<file path="src/rtl/rast_sample_iter.sv">
// Walks every subsample of one snapped bounding box in raster order (x fastest) at the
// subsample step, stalling the upstream stage while a box is in flight.
module rast_sample_iter #(
    parameter int SIGFIG = 24,
    parameter int RADIX  = 10,
    parameter int VERTS  = 3,
    parameter int AXIS   = 3
) (
    input  logic                                   clk,
    input  logic                                   rst,
    input  logic [VERTS-1:0][AXIS-1:0][SIGFIG-1:0] tri_R13S,
    input  logic [1:0][1:0][SIGFIG-1:0]            box_R13S,
    input  logic                                   validTri_R13H,
    output logic                                   halt_R13L,
    input  logic [3:0]                             subSample_RnnnnU,
    input  logic                                   ready_R14H,
    output logic [VERTS-1:0][AXIS-1:0][SIGFIG-1:0] tri_R14S,
    output logic [1:0][SIGFIG-1:0]                 sample_R14S,
    output logic                                   validSamp_R14H,
    output logic                                   dbg_state_o
);

    // Handshake: a sample transfers on a cycle with validSamp_R14H=1 and ready_R14H=1;
    // a triangle transfers on a cycle with validTri_R13H=1 and halt_R13L=1.
    localparam logic [0:0] ST_WAIT = 1'b0;
    localparam logic [0:0] ST_ITER = 1'b1;

    localparam logic [SIGFIG-1:0] STEP_0 = SIGFIG'(1) << (RADIX - 3);
    localparam logic [SIGFIG-1:0] STEP_1 = SIGFIG'(1) << (RADIX - 2);
    localparam logic [SIGFIG-1:0] STEP_2 = SIGFIG'(1) << (RADIX - 1);
    localparam logic [SIGFIG-1:0] STEP_3 = SIGFIG'(1) << RADIX;

    logic [0:0]                             state_q, state_d;
    logic [VERTS-1:0][AXIS-1:0][SIGFIG-1:0] tri_q, tri_d;
    logic [1:0][1:0][SIGFIG-1:0]            box_q, box_d;
    logic [1:0][SIGFIG-1:0]                 sample_q, sample_d;
    logic [SIGFIG-1:0]                      step_q, step_d;

    logic [SIGFIG-1:0]   step_in;
    logic signed [SIGFIG:0] x_sum, y_sum, ur_x, ur_y;
    logic x_fits, y_fits, last, accept, degen;

    always_comb begin
        step_in = STEP_3;
        if (subSample_RnnnnU[0])      step_in = STEP_0;
        else if (subSample_RnnnnU[1]) step_in = STEP_1;
        else if (subSample_RnnnnU[2]) step_in = STEP_2;
        else if (subSample_RnnnnU[3]) step_in = STEP_3;
    end

    // One extra bit keeps x+step from wrapping past the positive limit.
    always_comb begin
        x_sum  = $signed({sample_q[0][SIGFIG-1], sample_q[0]}) + $signed({1'b0, step_q});
        y_sum  = $signed({sample_q[1][SIGFIG-1], sample_q[1]}) + $signed({1'b0, step_q});
        ur_x   = $signed({box_q[1][0][SIGFIG-1], box_q[1][0]});
        ur_y   = $signed({box_q[1][1][SIGFIG-1], box_q[1][1]});
        x_fits = (x_sum <= ur_x);
        y_fits = (y_sum <= ur_y);
        last   = !x_fits && !y_fits;
        degen  = ($signed(box_R13S[0][0]) > $signed(box_R13S[1][0])) ||
                 ($signed(box_R13S[0][1]) > $signed(box_R13S[1][1]));
    end

    assign halt_R13L      = (state_q == ST_WAIT) || ((state_q == ST_ITER) && last && ready_R14H);
    assign accept         = halt_R13L && validTri_R13H;
    assign validSamp_R14H = (state_q == ST_ITER);
    assign tri_R14S       = tri_q;
    assign sample_R14S    = sample_q;
    assign dbg_state_o    = state_q[0];

    always_comb begin
        state_d  = state_q;
        tri_d    = tri_q;
        box_d    = box_q;
        sample_d = sample_q;
        step_d   = step_q;
        if (accept) begin
            tri_d  = tri_R13S;
            box_d  = box_R13S;
            step_d = step_in;
            if (degen) begin
                state_d = ST_WAIT;
            end else begin
                state_d  = ST_ITER;
                sample_d = box_R13S[0];
            end
        end else if ((state_q == ST_ITER) && ready_R14H) begin
            if (x_fits) begin
                sample_d[0] = x_sum[SIGFIG-1:0];
            end else if (y_fits) begin
                sample_d[0] = box_q[0][0];
                sample_d[1] = y_sum[SIGFIG-1:0];
            end else begin
                state_d = ST_WAIT;
            end
        end
    end

    always_ff @(posedge clk or negedge rst) begin
        if (!rst) begin
            state_q  <= ST_WAIT;
            tri_q    <= '0;
            box_q    <= '0;
            sample_q <= '0;
            step_q   <= '0;
        end else begin
            state_q  <= state_d;
            tri_q    <= tri_d;
            box_q    <= box_d;
            sample_q <= sample_d;
            step_q   <= step_d;
        end
    end

endmodule

</file>
<file path="config.mk">
export PLATFORM = sky130hd
export DESIGN_NAME = rast_sample_iter
export DESIGN_NICKNAME = d
export VERILOG_FILES = /design/src/rtl/rast_sample_iter.sv
export SDC_FILE = /design/constraint.sdc
export NUM_CORES = 1
export LEC_CHECK = 0
export CORE_AREA = 5 5 224 226
export DETAILED_ROUTE_END_ITERATION = 7
export DIE_AREA = 0 0 229 231
export GPL_TIMING_DRIVEN = 0
export HOLD_SLACK_MARGIN = 0.12
export PLACE_DENSITY = 0.75
export SETUP_SLACK_MARGIN = 0.1
export SLEW_MARGIN = 20
export SYNTH_ARGS = -nofsm -noshare
export SYNTH_HDL_FRONTEND = slang
export SYNTH_SLANG_ARGS = --single-unit
</file>
<file path="constraint.sdc">
create_clock -name clk -period 4.7 [get_ports clk]
set_clock_uncertainty 0.05 [all_clocks]
set_input_delay 0.94 -clock clk [delete_from_list [all_inputs] [get_ports clk]]
set_output_delay 0.94 -clock clk [all_outputs]
set_load 0.01 [all_outputs]
</file>
==> metrics.md <==
| Metric | Value |
|---|---|
| Synth top area cells | dfrtp_1 (51%), nand2_1 (18%), ha_1 (7.9%), mux2_2 (3.6%), inv_1 (2.8%) |
| Routed wire length | ~70 mm |
| Netlist cell types | 61 |
| Post-synthesis xor/xnor area fraction | 1.566% |
| Number of synthesized flops with an enable pin | 0 |
| Flop2flop setup slack | -0.37 ns |
| GPL Wtd Cong | 0.9480 |
| Tmin final | between 5 and 6 ns |
| Yosys Warn Count | 0 |
| H-Tree Depth | 2 |
| Largest family of logic cells by synthesized area | simple AND/OR/NAND/NOR gates |
| Post-synthesis mux area share | under 10% |
| Antenna viol nets, final | 0 |
| Synth top area share | 50.87% |
| Global route overflow | 0 |
| Max clock buf depth | 3 |
| Cells after Synth | 1,861 |
| Top_reg_cell synth | dfrtp_1 |
| Critical path type | reg2out |
| Ports | 587 |
| DIE AREA | 52,900 um^2 |
| Seq/Total Area, Yosys | 50.87% |
| Syn_nets | 2,289 |
| # DRC | 0 |
| 1st-iter DRT viols | 972 |
| Failing checks | negative setup slack |
| Initial antenna violation count | 6 |
| Hold Fails Final Rpt | 0 |
| Clock transition at the registers of the reported paths | 0.06 ns |
| Final setup violation count | around 320 |
| Routed via count | around 16,000 |
| Die H | 231 um |
| Simple-gate share of the synthesized area | 21.43% |
| Final HPWL DP | 50.76 mm |
| CTS Root Cell | clkbuf_16 |
| Share of post-route cells with drive strength above 1 | 18.67% |
| IO Port Bufs | 585 |
| Die span in x | between 200 and 250 um |
| Relative slew margins | 30.25% |
| Period utilization | 109.7% |
| Tot Pwr | 21.68 mW |
| Num CTS Buffers | 41 |
| Area Growth Syn to Fin | 65.84% |
| Peak supply drop | 0.4866 mV |
| Via density | 5.088 |
| Max Freq | 0.1940 GHz |
| Worst Setup SP | step_q[7] |
| #FFs+latches synth | 341 |
| Adder-cell share of the synthesized area | 8.144% |
| RSZ-0062 raised after global routing | true |
| Std cell rows | 81 |
| Slew at the pin closest to its max-slew limit | roughly 1.0 ns |
| Maxcap violations | 0 |
| FF-to-FF Start | step_q[7] |
| First-pass GRT wire length | slightly below 100 mm |
| Fin worst setup slack | -0.4543 ns |
| Largest net degree at the start of global routing | 98 |
| Leakage | 13.45 nW |
| GRT Overall Usage | 23.65% |
| Crit. End Element | primary output |
| Drt pass-1 iters | 5 |
| Critical path data arrival time | 4.16 ns |
| Avg WL per Cell | 21.83 um |
| Startpoint types | flop |
| Power Dens Cells | 779.2 nW/um^2 |
| Syn Area/Cell | 9.015 um^2 |
| Initial Utilization | 34.85% |
| Number of global-route vias before repair | 16,590 |
| Hold WC Path Type | in2async |
| CTS tree | done |
| Max FO, Critical Path | 4 |
| Core Area | 48,140 um^2 |
| Post-Syn Area | ~17,000 um^2 |
| Fin nets | between 2,000 and 3,000 |
| Area leader, netlist | dfrtp_1 |
| Clock latency at the later pin of the worst-skew pair | 0.56 ns |
| Status | complete, but fails checks |
| Finished Cell Area | around 28,000 um^2 |
| Placed cell areas | 23,500 um^2 |
| Fraction of the mapped netlist area in compound gates | 6.817% |
| CP required | 3.71 ns |
| Sink Count | 341 |
| Final Max Slew Viols | 0 |
| Asr flop ratio synth | 100.0% |
[cells by family after synthesis]
kind of cell | after synthesis
flops | 341
fa+ha+maj | 108
buf+inv | 207
xor+xnor | 30
simple gates | 904
compound gates | 180
mux | 91
[what timing repair did]
action,4_1_cts,5_1_grt
pin swaps,13,159
hold buffers,0,0
gates cloned,2,27
gates resized for setup,88,529
setup endpoints to repair,341,339
setup buffers,11,33
[area by class of cell]
class,instances,area [um^2]
sequential,341,8534
clock inverter,14,186.4
multi-input combinational,1313,8432
antenna,3,7.507
inverter,126,473.0
tap,622,778.2
fill,3937,20320
buffer,81,1074
clock buffer,56,1195
timing repair buffer,661,7142
[cell usage after synthesis, types with 3 or more instances]
| master | instances |
|---|---|
| a211oi_1 | 6 |
| a21o_1 | 7 |
| a21oi_1 | 38 |
| a221oi_1 | 9 |
| a2bb2oi_1 | 5 |
| and2_1 | 4 |
| and3_1 | 5 |
| buf_1 | 11 |
| buf_2 | 33 |
| clkbuf_1 | 34 |
| dfrtp_1 | 341 |
| ha_1 | 106 |
| inv_1 | 126 |
| mux2_1 | 14 |
| mux2_2 | 54 |
| mux2_4 | 9 |
| mux2i_1 | 14 |
| nand2_1 | 803 |
| nand2b_1 | 5 |
| nand3_1 | 14 |
| nand4_1 | 23 |
| nor2_1 | 20 |
| nor2b_1 | 5 |
| nor3_1 | 9 |
| nor3b_1 | 3 |
| nor4_1 | 3 |
| o211ai_1 | 3 |
| o21a_1 | 5 |
| o21ai_0 | 71 |
| o22ai_1 | 4 |
| o2bb2ai_1 | 6 |
| or2_2 | 3 |
| xnor2_1 | 15 |
| xor2_1 | 15 |
[path summary, 6_finish.rpt]
kind,cells past startpoint,endpoint
worst min-delay path,1,box_q[89]
min in group clk,2,tri_R14S[42]
max in group asynchronous,3,tri_R14S[101]
worst min register to register,2,tri_R14S[42]
worst max-delay path,18,halt_R13L
worst max register to register,26,sample_R14S[10]
[routing by layer]
| metal | vias to the layer above | track usage (%) | wire length, um |
|---|---|---|---|
| met5 | - | 0 | 16 |
| met4 | 2 | 10.02 | 3094 |
| met3 | 176 | 7.330 | 6091 |
| met2 | 790 | 40.14 | 34680 |
| met1 | 7977 | 27.89 | 26360 |
| li1 | 7423 | - | - |
[stage by stage]
| stage | hold slack, ns | instances | TNS (ns) | setup slack [ns] | utilization [%] |
|---|---|---|---|---|---|
| CTS | 0.3538 | 3154 | -0.4791 | -0.4791 | 52.39 |
| global placement | 0.4042 | 3068 | -4547.24 | -12.49 | 48.63 |
| detailed placement | 0.4114 | 3071 | -375.42 | -1.576 | 48.81 |
| global route | 0.3770 | 3215 | -110.10 | -0.7023 | 57.78 |
| floorplan | 0.3917 | 1861 | 0 | 0.2778 | - |
| finish | 0.3332 | 3217 | -62.74 | -0.4543 | 57.79 |
[worst max-delay path, stage by stage, from the launching register on]
cell	delay [ns]
dfrtp_2	0.40
buf_12	0.12
ha_4	0.13
inv_2	0.03
fa_2	0.37
nor2b_4	0.15
o21ai_4	0.08
a211oi_2	0.24
buf_6	0.18
nand2b_4	0.07
xnor2_2	0.22
ha_4	0.25
a21oi_1	0.18
a21oi_1	0.14
a2111oi_2	0.33
o221ai_2	0.20
o211ai_4	0.22
o31ai_4	0.12
buf_2	0.18
[cell usage in the layout, fill, tap and decap left out, types with 29 or more instances in the layout]
master	instances
buf_12	30
a21oi_1	35
mux2_4	44
nand2_2	99
inv_1	125
nand2_1	663
dfrtp_1	340
clkdlybuf4s50_1	583
buf_4	29
ha_1	101
clkbuf_16	69
nand2_4	39
o21ai_0	66
[registers in the layout, summed over array words and instances, names as in the netlist]
signal	flops
sample_R14S	48
dbg_state_o	1
box_q	72
step_q	4
tri_R14S	216
[power breakdown]
| part | internal (mW) | total (mW) | switching [mW] |
|---|---|---|---|
| Clock | 2.00 | 3.31 | 1.31 |
| Sequential | 4.41 | 5.47 | 1.06 |
| Combinational | 6.67 | 12.9 | 6.23 |
| Total | 13.1 | 21.7 | 8.60 |
Power figures use the tool's default switching activity.
